[src/rtl/uop_sequencer.sv]
// Microprogram sequencer: fetches uops from an external synchronous ROM, evaluates
// flag conditions, issues uops over valid/ready and tracks CMP results in flags.
module uop_sequencer #(
  parameter int PROG_W   = 1,
  parameter int PC_W     = 6,
  parameter int OPCODE_W = 4,
  parameter int OPER_W   = 15,
  parameter int NFLAGS   = 3,
  parameter logic [OPCODE_W-1:0] OPCODE_CMP = 4'h1,
  parameter logic [OPCODE_W-1:0] OPCODE_RDY = 4'h0,
  localparam int UOP_W = OPCODE_W + OPER_W + 2*NFLAGS
) (
  input  logic                   clk,
  input  logic                   rst,
  input  logic                   start,
  input  logic [PROG_W-1:0]      prog_sel,
  output logic                   busy,
  output logic                   done,
  output logic                   err,
  output logic [PROG_W+PC_W-1:0] rom_addr,
  input  logic [UOP_W-1:0]       rom_data,
  output logic                   uop_valid,
  input  logic                   uop_ready,
  output logic [OPCODE_W-1:0]    uop_opcode,
  output logic [OPER_W-1:0]      uop_operands,
  input  logic                   cmp_valid,
  input  logic                   cmp_eq,
  input  logic                   dp_idle,
  output logic [NFLAGS-1:0]      flags
);

  typedef enum logic [2:0] {IDLE, FETCH, EVAL, ISSUE, WAIT_CMP, DRAIN} state_t;

  typedef struct packed {
    logic [OPCODE_W-1:0] opcode;
    logic [OPER_W-1:0]   oper;
    logic [NFLAGS-1:0]   mask;
    logic [NFLAGS-1:0]   match;
  } uop_t;

  state_t              state, state_d;
  logic [PC_W-1:0]     pc, pc_d;
  logic [PROG_W-1:0]   prog_q, prog_d;
  logic [NFLAGS-1:0]   flags_q, flags_d;
  logic                err_q, err_d, busy_q, busy_d, done_q, done_d;
  uop_t                uop_q, uop_d, rom_uop;
  logic                last_pc, cond_ok;

  assign rom_uop = uop_t'(rom_data);
  assign last_pc = (pc == {PC_W{1'b1}});
  assign cond_ok = ((flags_q & rom_uop.mask) == (rom_uop.match & rom_uop.mask));

  always_ff @(posedge clk or posedge rst) begin
    if (rst) begin
      state   <= IDLE;
      pc      <= '0;
      prog_q  <= '0;
      flags_q <= '0;
      err_q   <= 1'b0;
      busy_q  <= 1'b0;
      done_q  <= 1'b0;
      uop_q   <= '0;
    end else begin
      state   <= state_d;
      pc      <= pc_d;
      prog_q  <= prog_d;
      flags_q <= flags_d;
      err_q   <= err_d;
      busy_q  <= busy_d;
      done_q  <= done_d;
      uop_q   <= uop_d;
    end
  end

  always_comb begin
    state_d = state;
    pc_d    = pc;
    prog_d  = prog_q;
    flags_d = flags_q;
    err_d   = err_q;
    busy_d  = busy_q;
    done_d  = 1'b0;
    uop_d   = uop_q;
    case (state)
      IDLE: if (start) begin
        prog_d  = prog_sel;
        pc_d    = '0;
        flags_d = '0;
        err_d   = 1'b0;
        busy_d  = 1'b1;
        state_d = FETCH;
      end
      FETCH: state_d = EVAL;
      EVAL: begin
        uop_d = rom_uop;
        if (rom_uop.opcode == OPCODE_RDY) state_d = DRAIN;
        else if (cond_ok)                 state_d = ISSUE;
        else if (last_pc) begin
          err_d   = 1'b1;
          state_d = DRAIN;
        end else begin
          pc_d    = pc + PC_W'(1);
          state_d = FETCH;
        end
      end
      ISSUE: if (uop_ready) begin
        // pc saturates at the last word so the address never crosses into the next program
        if (last_pc) err_d = 1'b1;
        else         pc_d  = pc + PC_W'(1);
        if (uop_q.opcode == OPCODE_CMP) state_d = WAIT_CMP;
        else                            state_d = last_pc ? DRAIN : FETCH;
      end
      WAIT_CMP: if (cmp_valid) begin
        flags_d = {flags_q[NFLAGS-2:0], cmp_eq};
        state_d = err_q ? DRAIN : FETCH;
      end
      DRAIN: if (dp_idle) begin
        done_d  = 1'b1;
        busy_d  = 1'b0;
        state_d = IDLE;
      end
      default: state_d = IDLE;
    endcase
  end

  assign rom_addr     = {prog_q, pc};
  assign uop_valid    = (state == ISSUE);
  assign uop_opcode   = uop_q.opcode;
  assign uop_operands = uop_q.oper;
  assign busy         = busy_q;
  assign done         = done_q;
  assign err          = err_q;
  assign flags        = flags_q;

endmodule

[config.mk]
export PLATFORM = sky130hd
export DESIGN_NAME = uop_sequencer
export DESIGN_NICKNAME = d
export VERILOG_FILES = /design/src/rtl/uop_sequencer.sv
export SDC_FILE = /design/constraint.sdc
export NUM_CORES = 1
export LEC_CHECK = 0
export ABC_AREA = 0
export BUFFER_PORTS_ARGS = -buffer_cell sky130_fd_sc_hd__buf_2
export CORE_ASPECT_RATIO = 1.4
export CORE_MARGIN = 3
export CORE_UTILIZATION = 48
export CTS_CLUSTER_SIZE = 14
export DETAILED_ROUTE_END_ITERATION = 10
export PLACE_DENSITY = 0.75
export SLEW_MARGIN = 20
export SYNTH_ARGS = -nofsm -noshare
export SYNTH_HDL_FRONTEND = slang
export SYNTH_SLANG_ARGS = --single-unit
export TNS_END_PERCENT = 20
[constraint.sdc]
create_clock -name clk -period 2.35 [get_ports clk]
set_clock_uncertainty 0.2 [all_clocks]
set_input_delay 0.47 -clock clk [delete_from_list [all_inputs] [get_ports clk]]
set_output_delay 0.47 -clock clk [all_outputs]
set_load 0.005 [all_outputs]
==> out/metrics.csv, run 1 <==
metric,value,unit
required time of the critical path,1.68,ns
Mapped Avg Cell Area,11.5,um^2
count of H-tree levels built during CTS,2,
transition time of the tightest slew-check pin,0.540,ns
shortest period the worst path allows,2.19,ns
TritonCTS clock tree,built,
net load switching power,0.000850,W
initial antenna violation count,0,
post-route non-filler standard cell count,250,
type of origin of the critical path,register,
Core Box Area,0.00321,mm^2
type of the setup path with the least slack,reg -> out,
wire length of the first global-routing pass,6.29,mm
residual DRC count,0,
cells on worst reg2reg path,5,
data arrival time at the worst-slack endpoint,1.52,ns
Port-buffer cells,65,
RePlAce Congestion,0.797,
Lkg Pwr,1.03,nW
detailed-route wire length per cell,15.5,um
worst max-slew margin expressed relative to the limit,0.637,
dpl hpwl,2.94,mm
Max clock buf depth,2,
Die H,75.3,um
Starting Density,0.512,
vias in the first global route,1423,
post-route antenna net violation count,0,
final core utilization,0.651,
synthesis warning total,0,
setup-violating endpoint count in the final report,0,
Initial DRT Pass Iterations,4,
number of instances in the synthesized netlist,143,
TritonCTS buffer count,5,
worst setup path endpoint,uop_valid,
Syn Nets,177,
sequential cell fraction of total power,0.428,
switching power as a share of total power,0.353,
summed negative setup slack over all endpoints,0,ns
worst-path fanout max,11,
netlist area before placement,0.00165,mm^2
post-cts resize count,0,
fin nets,246,
endpoint of the most critical register-to-register path,pc[0],
Max Slew Vio Count,0,
number of max-cap violations,0,
setup repair after global routing missed its margin,no,
floorplan die width,55.5,um
GRT Overall Usage,0.194,
antenna cell count,0,
final worst path period share,0.932,
Max Clk Rate,457,MHz
worst min path class,in -> async,
hold violation total from the final report,0,
startpoint of the worst register-to-register path,state[0],
hold-fix buffer count after cts,0,
most common library cell in the layout ignoring fill and taps,buf_2,
slack of the worst reg-to-reg path,0.37,ns
via/cell ratio,5.46,
fraction of layout cells with a size suffix above 1,0.460,
vias post-DR,1364,
"Area growth, synth to finish",27.1,%
highest ir drop seen on vdd,0.000766,V
status,completed,
"Setup Fix Bufs, Post-CTS",0,
clock transition time at the flip-flop clock pins of the worst setup and hold paths,0.07,ns
number of sinks on the clock net,35,
total wirelength of the detailed-routed design,3.88,mm
post-synthesis sequential area ratio,0.532,
die outline area,0.00418,mm^2
total power per unit cell area,1150,mW/mm^2
"top library cells by usage in the layout, fill and taps aside","buf_2, dfrtp_1, mux2_2",
Starting DRT DRC Count,33,
number of distinct library cells after synthesis,42,
Worst Setup SP,state[1],
number of cells after detailed placement,244,
power share of the combinational group,0.406,
maximum number of pins on one net before global-route repair,36,
clock root cell,clkbuf_8,
GR Overflow Total,0,
clock network fraction of design power,0.166,
flop and latch count out of synthesis,35,
Core Rows,24,
endpoint kind of the worst setup timing path,primary output,
clock latency at the later pin of the worst-skew pair,0.28,ns
Top Ports,66,
Int Power,0.00155,W
metal layers:
layer	up-vias	track usage	part of all wire	wire length [um]
met5	-	0	0	0
met4	0	0.0919	0.014	53
met3	5	0.0508	0.065	251
met2	55	0.357	0.52	2010
met1	650	0.211	0.40	1560
li1	654	-	-	-
sequential cells by signal (all words and copies together) (netlist names):
name	cells
state	3
done	1
prog_q	1
busy	1
flags	3
uop_opcode	4
uop_operands	15
pc	6
err	1
kinds of logic after synthesis:
family / synth area share
simple gates: 0.157
flops: 0.532
compound gates: 0.128
mux: 0.137
buf+inv: 0.0228
xor+xnor: 0.0160
fa+ha+maj: 0.00760
cells in the mapped netlist:
cell | count | area, um^2
nand3b_1 | 1 | 7.51
clkbuf_1 | 2 | 7.51
nor2_1 | 9 | 33.8
o31ai_1 | 3 | 22.5
nand2b_1 | 6 | 37.5
o21a_2 | 1 | 8.76
nand3_1 | 4 | 20.0
and4bb_1 | 1 | 12.5
nor4_1 | 1 | 6.26
a21boi_0 | 1 | 7.51
nor3_1 | 2 | 10.0
dfrtp_1 | 35 | 876
o211ai_1 | 1 | 7.51
a222oi_1 | 1 | 10.0
and2_1 | 2 | 12.5
nor4_2 | 1 | 12.5
a22o_2 | 1 | 10.0
a41oi_1 | 1 | 8.76
or3_4 | 1 | 11.3
nor2_2 | 1 | 6.26
a41o_1 | 1 | 10.0
inv_1 | 2 | 7.51
nand2_1 | 7 | 26.3
nand4_1 | 2 | 12.5
a22o_1 | 2 | 17.5
o21ai_2 | 1 | 8.76
and3_1 | 1 | 6.26
xor2_1 | 3 | 26.3
buf_4 | 1 | 7.51
mux2_1 | 4 | 45.0
ha_1 | 1 | 12.5
o21ai_0 | 6 | 30.0
nor3b_1 | 2 | 15.0
buf_2 | 3 | 15.0
mux2_2 | 16 | 180
o22ai_1 | 1 | 6.26
o21ai_1 | 1 | 5.00
nor2b_1 | 3 | 18.8
a31oi_1 | 3 | 18.8
or4b_1 | 1 | 10.0
a21oi_1 | 6 | 30.0
a2bb2oi_1 | 1 | 8.76
metrics by stage:
step | total power, W | setup slack, ns | cell area, um^2 | hold slack [ns]
3_3_place_gp | 0.00196 | 0.383 | 2020 | 0.263
6_report | 0.00240 | 0.160 | 2090 | 0.0736
3_5_place_dp | 0.00202 | 0.376 | 2020 | 0.280
2_1_floorplan | 0.00163 | 0.531 | 1650 | 0.282
5_1_grt | 0.00258 | 0.0537 | 2090 | 0.107
4_1_cts | 0.00243 | 0.164 | 2090 | 0.0879
cell type report:
type / count / area [um^2]
Timing Repair Buffer: 68 / 348
Tap cell: 39 / 48.8
Sequential cell: 35 / 876
Clock buffer: 5 / 68.8
Clock inverter: 1 / 7.51
Inverter: 2 / 7.51
Multi-Input combinational cell: 100 / 736
Fill cell: 243 / 1120
worst min path at each step:
stage                           startpoint          endpoint  slack, ns  depth (start not counted)
after global placement    uop_operands[11]  uop_operands[11]       0.26                          1
after global routing                   rst     uop_opcode[0]       0.11                          3
after floorplan                     prog_q            prog_q       0.28                          1
after detailed placement   uop_operands[8]   uop_operands[8]       0.28                          1
after CTS                              rst   uop_operands[1]       0.09                          3
final                                  rst   uop_operands[1]       0.07                          3
power groups by stage:
| stage | logic [W] | registers [W] | clock network, W |
|---|---|---|---|
| after global routing | 0.00108 | 0.00106 | 0.000438 |
| after detailed placement | 0.000981 | 0.00104 | 0 |
| after global placement | 0.000948 | 0.00101 | 0 |
| final | 0.000976 | 0.00103 | 0.000399 |
| after floorplan | 0.000646 | 0.000988 | 0 |
| after CTS | 0.000989 | 0.00103 | 0.000410 |
worst max-delay path, stage by stage, from the launching register on:
cell and delay (ns):
dfrtp_1 0.52, nor2b_1 0.39, and2_1 0.21, buf_2 0.12
Power figures use the tool's default switching activity.
==> run 2, diff against run 1 <==
--- a/config.mk
+++ b/config.mk
@@ -9,10 +9,10 @@
 export BUFFER_PORTS_ARGS = -buffer_cell sky130_fd_sc_hd__buf_2
 export CORE_ASPECT_RATIO = 1.4
 export CORE_MARGIN = 3
-export CORE_UTILIZATION = 48
+export CORE_UTILIZATION = 50
 export CTS_CLUSTER_SIZE = 14
 export DETAILED_ROUTE_END_ITERATION = 10
-export PLACE_DENSITY = 0.75
+export PLACE_DENSITY = 0.78
 export SLEW_MARGIN = 20
 export SYNTH_ARGS = -nofsm -noshare
 export SYNTH_HDL_FRONTEND = slang
==> constraint.sdc (replaced) <==
create_clock -name clk -period 2.8 [get_ports clk]
set_clock_uncertainty 0.2 [all_clocks]
set_input_delay 0.56 -clock clk [delete_from_list [all_inputs] [get_ports clk]]
set_output_delay 0.56 -clock clk [all_outputs]
set_load 0.005 [all_outputs]
==> out/metrics.csv, run 2 (synthesis results as in run 1) <==
metric,value,unit,change
antenna cell count,0,,unchanged
worst min path class,in -> async,,unchanged
"top library cells by usage in the layout, fill and taps aside","buf_2, dfrtp_1, mux2_2",,unchanged
Starting Density,0.527,,was 0.512
count of H-tree levels built during CTS,2,,unchanged
"Largest delay share family, worst path",simple AND/OR/NAND/NOR gates,,unchanged
clock transition time at the flip-flop clock pins of the worst setup and hold paths,0.07,ns,about the same
residual DRC count,0,,unchanged
transition time of the tightest slew-check pin,0.661,ns,was 0.540 ns
summed negative setup slack over all endpoints,0,ns,unchanged
number of cells after detailed placement,243,,was 244
GR Overflow Total,0,,unchanged
clock root cell,clkbuf_8,,unchanged
post-layout power,0.00204,W,was 0.00240 W
TritonCTS buffer count,5,,unchanged
hold-fix buffer count after cts,0,,unchanged
post-route non-filler standard cell count,251,,was 250
Finished Cell Area,0.00209,mm^2,about the same
setup-violating endpoint count in the final report,0,,unchanged
fraction of layout cells with a size suffix above 1,0.458,,was 0.460
clock network fraction of design power,0.175,,was 0.166
post-route antenna net violation count,0,,unchanged
detailed-route wire length per cell,15.7,um,was 15.5 um
vias post-DR,1433,,was 1364
count of buffering cells on the critical path with inverters included,1,,unchanged
total power per unit cell area,974,mW/mm^2,was 1150 mW/mm^2
startpoint of the worst register-to-register path,state[2],,was state[0]
Max clock buf depth,2,,unchanged
post-cts resize count,0,,unchanged
die outline area,0.00403,mm^2,was 0.00418 mm^2
most common library cell in the layout ignoring fill and taps,buf_2,,unchanged
Top Ports,66,,unchanged
Lkg Pwr,1.03,nW,about the same
"Setup Fix Bufs, Post-CTS",0,,unchanged
number of flip-flops under the largest register name,15,,unchanged
endpoint of the most critical register-to-register path,uop_operands[6],,was pc[0]
Initial DRT Pass Iterations,4,,unchanged
floorplan die width,54.5,um,was 55.5 um
net load switching power,0.000730,W,was 0.000850 W
Core Box Area,0.00312,mm^2,was 0.00321 mm^2
Starting DRT DRC Count,59,,was 33
highest ir drop seen on vdd,0.000614,V,was 0.000766 V
"Area growth, synth to finish",27.1,%,about the same
final worst path period share,0.813,,
slack of the worst reg-to-reg path,0.68,ns,was 0.37 ns
wire length of the first global-routing pass,6.38,mm,was 6.29 mm
vias in the first global route,1469,,was 1423
cell type of the slowest stage on the worst timing path,dfrtp_1,,unchanged
number of max-cap violations,0,,unchanged
Max Slew Vio Count,0,,unchanged
shortest period the worst path allows,2.28,ns,
switching power as a share of total power,0.358,,was 0.353
hold violation total from the final report,0,,unchanged
GRT Overall Usage,0.219,,was 0.194
area of placed instances,0.00201,mm^2,was 0.00202 mm^2
type of the setup path with the least slack,reg -> out,,unchanged
Port-buffer cells,65,,unchanged
TritonCTS clock tree,built,,unchanged
type of origin of the critical path,register,,unchanged
status,completed,,unchanged
worst-path fanout max,11,,unchanged
total wirelength of the detailed-routed design,3.95,mm,was 3.88 mm
Die H,73.9,um,was 75.3 um
setup repair after global routing missed its margin,no,,unchanged
power share of the combinational group,0.401,,was 0.406
initial antenna violation count,0,,unchanged
hold slack final,0.149,ns,was 0.0736 ns
maximum number of pins on one net before global-route repair,36,,unchanged
dpl hpwl,3.02,mm,was 2.94 mm
worst stage delay on the critical path,0.51,ns,was 0.52 ns
Max Clk Rate,439,MHz,
number of sinks on the clock net,35,,unchanged
Int Power,0.00131,W,was 0.00155 W
clock latency at the later pin of the worst-skew pair,0.29,ns,was 0.28 ns
endpoint kind of the worst setup timing path,primary output,,unchanged
required time of the critical path,2.04,ns,was 1.68 ns
via/cell ratio,5.71,,was 5.46
sequential cell fraction of total power,0.424,,was 0.428
Core Rows,24,,unchanged
data arrival time at the worst-slack endpoint,1.52,ns,about the same
cells on worst reg2reg path,4,,was 5
fin nets,245,,was 246
RePlAce Congestion,0.885,,was 0.797
worst max-slew margin expressed relative to the limit,0.559,,was 0.637
list of cells traversed by the critical path,nor2b_1 > and2_1 > buf_2,,unchanged
run 2: power by group through the flow:
stage | logic (W) | registers (W) | clock network [W]
3_5_place_dp | 0.000820 | 0.000872 | 0
5_1_grt | 0.000907 | 0.000893 | 0.000392
3_3_place_gp | 0.000795 | 0.000850 | 0
6_report | 0.000818 | 0.000866 | 0.000356
2_1_floorplan | 0.000542 | 0.000830 | 0
4_1_cts | 0.000824 | 0.000865 | 0.000366
run 2: metal layers:
layer,share of wire,GRT usage,vias to the layer above
met5,0,0,-
li1,-,-,656
met4,0.017,0.0942,0
met2,0.55,0.378,66
met3,0.075,0.0649,8
met1,0.36,0.242,703
run 2: worst max path at each step:
stage                startpoint         to  slack, ns  depth (start not counted)
finish                 state[1]  uop_valid       0.52                          3
global route           state[1]  uop_valid       0.39                          3
CTS                    state[1]  uop_valid       0.54                          3
detailed placement  rom_data[0]      pc[4]       0.59                          6
global placement    rom_data[0]      pc[4]       0.61                          6
floorplan           rom_data[0]      pc[4]       0.89                          5
run 2: worst reg2reg max path: stages (launching register included):
cell and delay, ns:
dfrtp_1 0.50, nand2b_1 0.25, nor2_2 0.39, buf_4 0.31, mux2_2 0.37
run 2: stage by stage:
stage / setup WS [ns] / util
CTS: 0.541 / 0.670
finish: 0.523 / 0.670
floorplan: 0.891 / -
global placement: 0.606 / 0.643
global route: 0.388 / 0.670
detailed placement: 0.591 / 0.643
run 2: cell type report:
class                      instances  area [um^2]
multi-input combinational        100          736
sequential                        35          876
fill                             252         1030
inverter                           2         7.51
clock inverter                     2         12.5
timing repair buffer              67          340
clock buffer                       6         72.6
tap                               39         48.8
==> run 3, diff against run 2 <==
--- a/config.mk
+++ b/config.mk
@@ -5,14 +5,14 @@
 export SDC_FILE = /design/constraint.sdc
 export NUM_CORES = 1
 export LEC_CHECK = 0
-export ABC_AREA = 0
+export ABC_AREA = 1
 export BUFFER_PORTS_ARGS = -buffer_cell sky130_fd_sc_hd__buf_2
 export CORE_ASPECT_RATIO = 1.4
 export CORE_MARGIN = 3
-export CORE_UTILIZATION = 50
+export CORE_UTILIZATION = 48
 export CTS_CLUSTER_SIZE = 14
 export DETAILED_ROUTE_END_ITERATION = 10
-export PLACE_DENSITY = 0.78
+export PLACE_DENSITY = 0.74
 export SLEW_MARGIN = 20
 export SYNTH_ARGS = -nofsm -noshare
 export SYNTH_HDL_FRONTEND = slang
==> constraint.sdc (replaced) <==
create_clock -name clk -period 2.2 [get_ports clk]
set_clock_uncertainty 0.2 [all_clocks]
set_input_delay 0.44 -clock clk [delete_from_list [all_inputs] [get_ports clk]]
set_output_delay 0.44 -clock clk [all_outputs]
set_load 0.005 [all_outputs]
==> out/metrics.csv, run 3 <==
metric,value,unit,change
Max Slew Vio Count,0,,unchanged
"count leader, synth",nand2_1,,was dfrtp_1
fraction of layout cells with a size suffix above 1,0.367,,was 0.458
Int Power,0.00155,W,was 0.00131 W
post-cts resize count,0,,unchanged
dpl hpwl,2.87,mm,was 3.02 mm
GRT Max-Usage Layer,met2,,unchanged
type of origin of the critical path,register,,unchanged
Max clock buf depth,2,,unchanged
instance count on the critical path,4,,was 3
post-synthesis sequential area ratio,0.504,,was 0.532
number of flip-flops under the largest register name,15,,unchanged
shortest period the worst path allows,1.87,ns,
worst stage delay on the critical path,0.41,ns,was 0.51 ns
GR Overflow Total,0,,unchanged
type of the setup path with the least slack,reg -> out,,unchanged
global-route track usage on met2,0.314,,was 0.378
data arrival time at the worst-slack endpoint,1.23,ns,was 1.52 ns
number of enable-type register cells in the synthesized netlist,0,,unchanged
netlist area before placement,0.00174,mm^2,was 0.00165 mm^2
net load switching power,0.00106,W,was 0.000730 W
total wirelength of the detailed-routed design,3.69,mm,was 3.95 mm
met1 track utilization from global routing,0.217,,was 0.242
number of distinct library cells after synthesis,26,,was 42
floorplan die width,56.9,um,was 54.5 um
total power per unit cell area,1190,mW/mm^2,was 974 mW/mm^2
setup repair after global routing missed its margin,no,,unchanged
Worst Setup SP,state[2],,was state[1]
global routing met3 resource utilization,0.0522,,was 0.0649
endpoint of the most critical register-to-register path,pc[3],,was uop_operands[6]
TritonCTS clock tree,built,,unchanged
vias post-DR,1580,,was 1433
TritonCTS buffer count,5,,unchanged
endpoint kind of the worst setup timing path,primary output,,unchanged
clock root cell,clkbuf_8,,unchanged
hold-fix buffer count after cts,0,,unchanged
switching power as a share of total power,0.405,,was 0.358
summed negative setup slack over all endpoints,0,ns,unchanged
flop and latch count out of synthesis,35,,unchanged
status,completed,,unchanged
worst min path class,in -> async,,unchanged
list of cells traversed by the critical path,inv_2 > nand2_2 > nor2_4 > buf_2,,was nor2b_1 > and2_1 > buf_2
GRT Overall Usage,0.180,,was 0.219
RePlAce Congestion,0.855,,was 0.885
area of placed instances,0.00210,mm^2,was 0.00201 mm^2
Core Rows,25,,was 24
startpoint of the worst register-to-register path,pc[0],,was state[2]
maximum number of pins on one net before global-route repair,36,,unchanged
worst max-slew margin expressed relative to the limit,0.717,,was 0.559
Core Box Area,0.00344,mm^2,was 0.00312 mm^2
wire length of the first global-routing pass,6.33,mm,was 6.38 mm
number of sinks on the clock net,35,,unchanged
required time of the critical path,1.56,ns,was 2.04 ns
slack of the worst reg-to-reg path,0.39,ns,was 0.68 ns
detailed-route wire length per cell,11.2,um,was 15.7 um
most used flip-flop cell after synthesis,dfrtp_1,,unchanged
Initial DRT Pass Iterations,4,,unchanged
highest ir drop seen on vdd,0.000936,V,was 0.000614 V
leading post-synthesis cells by instance count,"nand2_1, dfrtp_1, inv_1, nand2_2, nand3_1",,"was dfrtp_1, mux2_2, nor2_1, nand2_1"
post-route antenna net violation count,0,,unchanged
top cells by area in the synthesized netlist,"dfrtp_1, nand2_1, inv_1, nand2_2, nand3_1",,"was dfrtp_1, mux2_2, mux2_1, nand2b_1, nor2_1"
count of buffering cells on the critical path with inverters included,2,,was 1
final worst path period share,0.850,,
clock transition time at the flip-flop clock pins of the worst setup and hold paths,0.07,ns,about the same
setup-violating endpoint count in the final report,0,,unchanged
"top library cells by usage in the layout, fill and taps aside","nand2_1, buf_2, dfrtp_1",,"was buf_2, dfrtp_1, mux2_2"
"Largest delay share family, worst path",flip-flops,,was simple AND/OR/NAND/NOR gates
share of flip-flops with an asynchronous set or reset after synthesis,1.00,,unchanged
clock network fraction of design power,0.170,,was 0.175
vias in the first global route,1499,,was 1469
Syn Nets,253,,was 177
final core utilization,0.635,,was 0.670
most common library cell in the layout ignoring fill and taps,nand2_1,,was buf_2
"Area growth, synth to finish",25.5,%,was 27.1%
cells on worst reg2reg path,8,,was 4
Max Clk Rate,535,MHz,
Top Ports,66,,unchanged
clock latency at the later pin of the worst-skew pair,0.28,ns,was 0.29 ns
count of H-tree levels built during CTS,2,,unchanged
Starting DRT DRC Count,53,,was 59
hold slack final,0.0369,ns,was 0.149 ns
Mapped Avg Cell Area,7.94,um^2,was 11.5 um^2
fin nets,322,,was 245
hold violation total from the final report,0,,unchanged
sequential cell fraction of total power,0.404,,was 0.424
synthesis warning total,0,,unchanged
"Setup Fix Bufs, Post-CTS",0,,unchanged
Finished Cell Area,0.00218,mm^2,was 0.00209 mm^2
transition time of the tightest slew-check pin,0.424,ns,was 0.661 ns
Die H,77.2,um,was 73.9 um
Lkg Pwr,1.26,nW,was 1.03 nW
number of max-cap violations,0,,unchanged
cell type of the slowest stage on the worst timing path,dfrtp_1,,unchanged
largest area contributor in the synthesized netlist,dfrtp_1,,unchanged
via/cell ratio,4.80,,was 5.71
worst setup path endpoint,uop_valid,,unchanged
Port-buffer cells,65,,unchanged
fraction of synthesized cell area taken by the top area cell type,0.504,,was 0.532
residual DRC count,0,,unchanged
power share of the combinational group,0.425,,was 0.401
worst-path fanout max,7,,was 11
number of instances in the synthesized netlist,219,,was 143
Starting Density,0.505,,was 0.527
initial antenna violation count,0,,unchanged
antenna cell count,0,,unchanged
die outline area,0.00439,mm^2,was 0.00403 mm^2
[run 3: layer usage]
layer	vias up	share of wire	wire length (um)
met1	714	0.41	1530
met2	46	0.52	1920
met4	0	0.0060	22
met5	-	0	0
li1	816	-	-
met3	4	0.058	215
[run 3: worst min-delay path by stage]
stage / from / end / slack (ns) / cells past startpoint
after floorplan: prog_q / prog_q / 0.25 / 2
after global placement: uop_operands[1] / uop_operands[1] / 0.26 / 2
after detailed placement: uop_operands[4] / uop_operands[4] / 0.26 / 2
after CTS: rst / uop_operands[11] / 0.05 / 3
after global routing: rst / uop_operands[11] / 0.08 / 3
final: rst / uop_operands[11] / 0.04 / 3
[run 3: through the flow]
| stage | setup WS, ns | total power [W] | instances |
|---|---|---|---|
| final | 0.329 | 0.00261 | 329 |
| after global placement | 0.464 | 0.00216 | 321 |
| after CTS | 0.323 | 0.00265 | 329 |
| after detailed placement | 0.386 | 0.00219 | 321 |
| after global routing | 0.146 | 0.00285 | 329 |
| after floorplan | 0.545 | 0.00183 | 219 |
[run 3: cell type report]
class | count | area [um^2]
Clock inverter | 2 | 12.5
Clock buffer | 6 | 72.6
Tap cell | 40 | 50.0
Multi-Input combinational cell | 152 | 731
Timing Repair Buffer | 67 | 340
Fill cell | 325 | 1260
Sequential cell | 35 | 876
Inverter | 27 | 101
[run 3: cells by family after synthesis]
family          after synthesis  synth area share
flops                        35             0.504
buf+inv                      32            0.0763
compound gates               20            0.0734
simple gates                131             0.340
fa+ha+maj                     1           0.00719
[run 3: power by group through the flow]
stage               registers, W  clock network, W  logic (W)
floorplan                0.00107                 0   0.000761
global placement         0.00106                 0    0.00110
detailed placement       0.00105                 0    0.00114
CTS                      0.00105          0.000462    0.00113
global route             0.00109          0.000493    0.00127
finish                   0.00105          0.000444    0.00111
[run 3: tightest hold or removal path, stage by stage]
cell,delay (ns)
buf_2,0.09
inv_1,0.04
buf_4,0.37
